File: config.mk
export PLATFORM = sky130hd
export DESIGN_NAME = ifetch_responder
export DESIGN_NICKNAME = d
export VERILOG_FILES = /design/src/rtl/ifetch_pkg.sv /design/src/rtl/fetch_fifo.sv /design/src/rtl/ifetch_responder.sv
export SDC_FILE = /design/constraint.sdc
export NUM_CORES = 1
export LEC_CHECK = 0
export CORE_MARGIN = 4
export CORE_UTILIZATION = 56
export DETAILED_ROUTE_END_ITERATION = 10
export PLACE_DENSITY = 0.95
export SYNTH_ARGS = -nofsm -noshare
export SYNTH_HDL_FRONTEND = slang
export SYNTH_SLANG_ARGS = --single-unit
File: constraint.sdc
create_clock -name clk -period 4.5 [get_ports clk]
set_clock_uncertainty 0.05 [all_clocks]
set_input_delay 0.675 -clock clk [delete_from_list [all_inputs] [get_ports clk]]
set_output_delay 0.675 -clock clk [all_outputs]
set_load 0.02 [all_outputs]
File: src/rtl/ifetch_pkg.sv
// Shared types and constants for the instruction-fetch responder.
package ifetch_pkg;

    // Canonical RISC-V NOP (addi x0, x0, 0), substituted for out-of-range fetches.
    localparam logic [31:0] NOP_INSTR = 32'h0000_0013;

    typedef struct packed {
        logic [31:0] pc;
        logic [31:0] instr;
        logic        misaligned;
        logic        fault;
    } fetch_entry_t;

endpackage

File: src/rtl/fetch_fifo.sv
// Small response FIFO of fetch entries. DEPTH must be a power of two so the
// pointers wrap naturally; clear empties the FIFO without touching storage.
module fetch_fifo
    import ifetch_pkg::*;
#(
    parameter int DEPTH = 2,
    localparam int PW = (DEPTH > 1) ? $clog2(DEPTH) : 1,
    localparam int CW = $clog2(DEPTH + 1)
) (
    input  logic         clk,
    input  logic         reset,
    input  logic         i_push,
    input  fetch_entry_t i_data,
    input  logic         i_pop,
    input  logic         i_clear,
    output logic [CW-1:0] o_count,
    output fetch_entry_t o_head
);

    fetch_entry_t  r_mem [DEPTH];
    logic [PW-1:0] r_wr_ptr;
    logic [PW-1:0] r_rd_ptr;
    logic [CW-1:0] r_count;

    // Storage: only the slot under the write pointer changes on a push.
    always_ff @(posedge clk or negedge reset) begin
        if (!reset) begin
            for (int i = 0; i < DEPTH; i++) begin
                r_mem[i] <= '0;
            end
        end else if (i_push && !i_clear) begin
            r_mem[r_wr_ptr] <= i_data;
        end
    end

    // Pointers and occupancy; clear wins over any push/pop in the same cycle.
    always_ff @(posedge clk or negedge reset) begin
        if (!reset) begin
            r_wr_ptr <= '0;
            r_rd_ptr <= '0;
            r_count  <= '0;
        end else if (i_clear) begin
            r_wr_ptr <= '0;
            r_rd_ptr <= '0;
            r_count  <= '0;
        end else begin
            if (i_push) begin
                r_wr_ptr <= r_wr_ptr + PW'(1);
            end
            if (i_pop) begin
                r_rd_ptr <= r_rd_ptr + PW'(1);
            end
            if (i_push && !i_pop) begin
                r_count <= r_count + CW'(1);
            end else if (!i_push && i_pop) begin
                r_count <= r_count - CW'(1);
            end
        end
    end

    assign o_count = r_count;
    assign o_head  = r_mem[r_rd_ptr];

endmodule

File: src/rtl/ifetch_responder.sv
// Fetch-address responder: accepts one PC per cycle, reads a synchronous
// instruction memory and queues {pc, instr, flags} for the IF/ID register.
// Credits count buffered entries plus the one word still in the memory, so a
// request is only taken when its response is guaranteed a FIFO slot.
module ifetch_responder
    import ifetch_pkg::*;
#(
    parameter int DEPTH      = 2,
    parameter int IMEM_WORDS = 1024,
    parameter int AW         = $clog2(IMEM_WORDS)
) (
    input  logic          clk,
    input  logic          reset,
    input  logic          req_valid,
    output logic          req_ready,
    input  logic [31:0]   req_pc,
    input  logic          flush,
    output logic          imem_en,
    output logic [AW-1:0] imem_addr,
    input  logic [31:0]   imem_rdata,
    output logic          rsp_valid,
    input  logic          rsp_ready,
    output logic [31:0]   rsp_pc,
    output logic [31:0]   rsp_instr,
    output logic          rsp_misaligned,
    output logic          rsp_fault
);

    localparam int CW = $clog2(DEPTH + 1);
    localparam logic [CW:0] OCC_MAX = (CW + 1)'(DEPTH);

    logic [CW-1:0] w_count;
    logic [CW:0]   w_occ;
    logic          w_pop;
    logic          w_accept;
    logic          w_push;
    fetch_entry_t  w_push_entry;
    fetch_entry_t  w_head;

    logic          r_inflight;
    logic [31:0]   r_pc_q;
    logic          r_mis_q;
    logic          r_flt_q;

    assign rsp_valid = (w_count != '0) & ~flush;
    assign w_pop     = rsp_valid & rsp_ready;

    // A pop this cycle frees a slot immediately, which keeps DEPTH=2 at full rate.
    assign w_occ     = {1'b0, w_count} + {{CW{1'b0}}, r_inflight} - {{CW{1'b0}}, w_pop};
    assign req_ready = reset & ~flush & (w_occ < OCC_MAX);
    assign w_accept  = req_valid & req_ready;

    assign imem_en   = w_accept;
    assign imem_addr = w_accept ? req_pc[AW+1:2] : '0;

    // Request-side capture: remembers which PC the memory word now in flight belongs to.
    always_ff @(posedge clk or negedge reset) begin
        if (!reset) begin
            r_inflight <= 1'b0;
            r_pc_q     <= '0;
            r_mis_q    <= 1'b0;
            r_flt_q    <= 1'b0;
        end else begin
            r_inflight <= w_accept;
            if (w_accept) begin
                r_pc_q  <= req_pc;
                r_mis_q <= (req_pc[1:0] != 2'b00);
                r_flt_q <= (req_pc[31:2] >= 30'(IMEM_WORDS));
            end
        end
    end

    // A redirect drops the word returning this cycle along with everything buffered.
    assign w_push                  = r_inflight & ~flush;
    assign w_push_entry.pc         = r_pc_q;
    assign w_push_entry.instr      = r_flt_q ? NOP_INSTR : imem_rdata;
    assign w_push_entry.misaligned = r_mis_q;
    assign w_push_entry.fault      = r_flt_q;

    fetch_fifo #(
        .DEPTH (DEPTH)
    ) u_fifo (
        .clk     (clk),
        .reset   (reset),
        .i_push  (w_push),
        .i_data  (w_push_entry),
        .i_pop   (w_pop),
        .i_clear (flush),
        .o_count (w_count),
        .o_head  (w_head)
    );

    assign rsp_pc         = w_head.pc;
    assign rsp_instr      = w_head.instr;
    assign rsp_misaligned = w_head.misaligned;
    assign rsp_fault      = w_head.fault;

endmodule
==> metrics <==
final cycle utilization of the critical path 0.958; flop2flop setup slack roughly 1.2 ns; final routed DRC violation total 0; number of synthesized register bits 171; commonest non-fill, non-tap cells in the layout sky130_fd_sc_hd__dfrtp_1, sky130_fd_sc_hd__clkdlybuf4s50_1, sky130_fd_sc_hd__mux2_2; logic depth of the worst register-to-register path 9; CP Capture Type output port; launch point of the worst reg-to-reg path u_fifo.o_count[1]; post-synthesis instance total 582; max-slew violation count 0; number of I/O port buffers 147; final count of hold timing violations 0; level count of the clock H-tree 4; Least-Margin Pin Slew between 1 and 1.5 ns; drt wl/cell 19.3 µm; starting DRC count in detailed routing 343; number of setup violations in the final report 0; unrepaired setup endpoints after global routing no; Clock Pin Slew Worst Setup and Hold Paths approximately 0.07 ns; post-cts hold buffer count 0; Post-Route Setup TNS 0 ns; final cell utilization of the core 0.738; Arr. time, crit path roughly 3.6 ns; later-pin clock latency in the skew report 0.43 ns; number of unique standard cell types used by synthesis 33; DR vias 5000; post-synthesis compound-gate area fraction 0.0514; multiplexer share of the synthesized area 0.265; area share of fa/ha/maj cells after synthesis 0.00429; floorplan die height 124 µm; ratio of routed vias to standard cells 5.49; starting utilization of the core area 0.572; filler instances 837; count of synthesis-stage warnings from yosys 0; final worst path period need 4.31 ns; count of max-cap constraint violations 0; clock tree root buffer cell sky130_fd_sc_hd__clkbuf_16; total design power about 4.9 mW; routability congestion estimate 0.803; number of antenna violations at the first check in global routing 0; HPWL after detailed placement between 10000 and 15000 µm; tightest slew margin relative to the limit 0.265; dominant cell type by count on the critical path sky130_fd_sc_hd__and2_1; largest net degree at the start of global routing 76; type of the worst setup path input port to output port; Fin Hold WS 0.0915 ns; post-synth net total approximately 650; Area Overhead vs Synth 29.0%; cell breakdown of the critical path clkdlybuf4s50_1, o21ba_2, and2_1, ha_1, nand2b_1, fa_1, and3b_2, nand3_2, clkinvlp_4, and2_1, dlygate4sd2_1; startpoint class of the critical path input port; XOR/XNOR Fraction of Synth Area 0.00446; number of setup buffers added after CTS 0; leakage component of the power around 4.4 nW; number of clock sinks 171; result of the run complete, no violations; Max stage delay cell, worst path sky130_fd_sc_hd__fa_1; Hold Crit Class input port to asynchronous set/reset pin; CP max stage delay slightly above 0.5 ns; Highest Clock Rate around 0.23 GHz; data required time at the worst endpoint 3.77 ns; placeable core region 13200 µm²; via count of the first global-routing pass 5552; total standard cell area after synthesis about 7600 µm²; final global-route overflow total 0; CTS tree built; Peak VDD IR 0.370 mV; detailed-router iteration count before antenna repair 4; buffer levels on the longest clock path 2; overall die area ~15000 µm²; layout cells sized above 1 0.294; Critical R2R Capture r_pc_q[12]; standard-cell row count between 40 and 50; num ports between 100 and 150; main combinational cell family by area after synthesis multiplexers; ANT nets after route 0; Post-layout nets just under 800; maximum net fanout on the critical path 7; mean instance size in the synthesized netlist 13.0 µm²; post-synthesis sequential area ratio 0.565; Power per Cell Area 499 nW/µm²; first-pass GRT wire length about 29000 µm; synthesized-area fraction occupied by and/or/nand/nor cells 0.0811; most common library cell in the layout ignoring fill and taps sky130_fd_sc_hd__dfrtp_1; aggregate routed wire length 17600 µm; width of the chip 124 µm; antenna diode instance count 0; number of buffers created by CTS 17; Total GRT Usage 0.233
==> cell families after synthesis <==
group | Yosys count
buffers and inverters | 40
and+or+nand+nor | 125
adders and majority gates | 2
muxes | 167
xor gates and xnor gates | 3
DFF | 171
AOI/OAI and AO/OA | 74
==> critical path, delay by kind of cell <==
family,cells,cell delay [ns]
AO/OA/AOI/OAI,1,0.19
adder cells (fa/ha/maj),2,0.79
buffers and inverters,3,1.02
AND/OR/NAND/NOR,5,0.91
==> flip-flops by register name, summed over array words and instances, names as in the netlist <==
signal and cells:
u_fifo.r_mem 132, r_pc_q 32, u_fifo.o_count 2, r_flt_q 1, r_inflight 1, r_mis_q 1
u_fifo.r_rd_ptr 1, u_fifo.r_wr_ptr 1
==> synthesized netlist by cell type <==
cell | number | area (µm²)
sky130_fd_sc_hd__a21oi_1 | 4 | 20.0
sky130_fd_sc_hd__a41oi_1 | 1 | 8.76
sky130_fd_sc_hd__nand3_2 | 1 | 10.0
sky130_fd_sc_hd__inv_1 | 4 | 15.0
sky130_fd_sc_hd__ha_1 | 1 | 12.5
sky130_fd_sc_hd__xnor2_2 | 1 | 16.3
sky130_fd_sc_hd__nand3b_1 | 1 | 7.51
sky130_fd_sc_hd__mux2_2 | 133 | 1500
sky130_fd_sc_hd__a31oi_1 | 2 | 12.5
sky130_fd_sc_hd__o21ai_2 | 1 | 8.76
sky130_fd_sc_hd__dfrtp_1 | 171 | 4280
sky130_fd_sc_hd__and3_1 | 2 | 12.5
sky130_fd_sc_hd__buf_1 | 3 | 11.3
sky130_fd_sc_hd__buf_6 | 6 | 67.6
sky130_fd_sc_hd__fa_1 | 1 | 20.0
sky130_fd_sc_hd__o21ai_1 | 14 | 70.1
sky130_fd_sc_hd__mux2_4 | 34 | 510
sky130_fd_sc_hd__o21ai_0 | 50 | 250
sky130_fd_sc_hd__nor4_1 | 5 | 31.3
sky130_fd_sc_hd__nor3_1 | 2 | 10.0
sky130_fd_sc_hd__buf_4 | 2 | 15.0
sky130_fd_sc_hd__and3b_1 | 1 | 8.76
sky130_fd_sc_hd__xor2_1 | 1 | 8.76
sky130_fd_sc_hd__a2111oi_0 | 1 | 8.76
sky130_fd_sc_hd__clkbuf_1 | 12 | 45.0
sky130_fd_sc_hd__or3b_1 | 1 | 8.76
sky130_fd_sc_hd__nand2b_1 | 30 | 188
sky130_fd_sc_hd__o21ba_2 | 1 | 10.0
sky130_fd_sc_hd__xnor2_1 | 1 | 8.76
sky130_fd_sc_hd__nand2_1 | 65 | 244
sky130_fd_sc_hd__and2_1 | 12 | 75.1
sky130_fd_sc_hd__buf_2 | 13 | 65.1
sky130_fd_sc_hd__nor2_1 | 5 | 18.8
==> per-stage QoR <==
stage | area (µm²) | instances | setup WS (ns)
floorplan | 7580 | 582 | 0.896
global route | 9770 | 911 | 0.0620
finish | 9770 | 911 | 0.189
CTS | 9770 | 911 | 0.0788
detailed placement | 9160 | 880 | -0.0867
global placement | 9160 | 880 | 0.0428
==> worst max path at each step <==
stage,from,cells after the start,end
2_1_floorplan,flush,10,imem_addr[2]
3_3_place_gp,flush,11,imem_addr[2]
3_5_place_dp,flush,11,imem_addr[6]
4_1_cts,flush,10,imem_en
5_1_grt,flush,11,imem_addr[8]
6_report,flush,11,imem_addr[6]
==> per-layer routing <==
| layer | part of all wire | track usage | vias up |
|---|---|---|---|
| li1 | - | - | 2299 |
| met1 | 0.42 | 0.288 | 2486 |
| met2 | 0.49 | 0.384 | 191 |
| met3 | 0.070 | 0.0798 | 24 |
| met4 | 0.014 | 0.0825 | 0 |
| met5 | 0 | 0 | - |
==> power breakdown <==
part | switching (mW) | leakage [nW] | internal [mW] | total, mW
logic | 0.557 | 1.92 | 0.758 | 1.32
clock network | 0.596 | 0.281 | 0.923 | 1.52
registers | 0.199 | 2.20 | 1.84 | 2.04
total | 1.35 | 4.41 | 3.52 | 4.87
==> cell type report <==
| class | instances | area (µm²) | share of cell area |
|---|---|---|---|
| multi-input cells | 371 | 3080 | 0.315 |
| flip-flops and latches | 171 | 4280 | 0.438 |
| clock buffers | 19 | 433 | 0.0443 |
| inverters | 4 | 18.8 | 0.00192 |
| clock inverters | 11 | 173 | 0.0177 |
| repair buffers | 158 | 1560 | 0.159 |
| well taps | 176 | 220 | 0.0225 |
| repair inverters | 1 | 7.51 | 0.000768 |
==> repair_timing <==
item / 4_1_cts / 5_1_grt
endpoints found under the setup margin: 11 / 1
gates cloned: 1 / 0
resized for setup: 13 / 1
No activity file was read; power rests on OpenSTA's default activity.
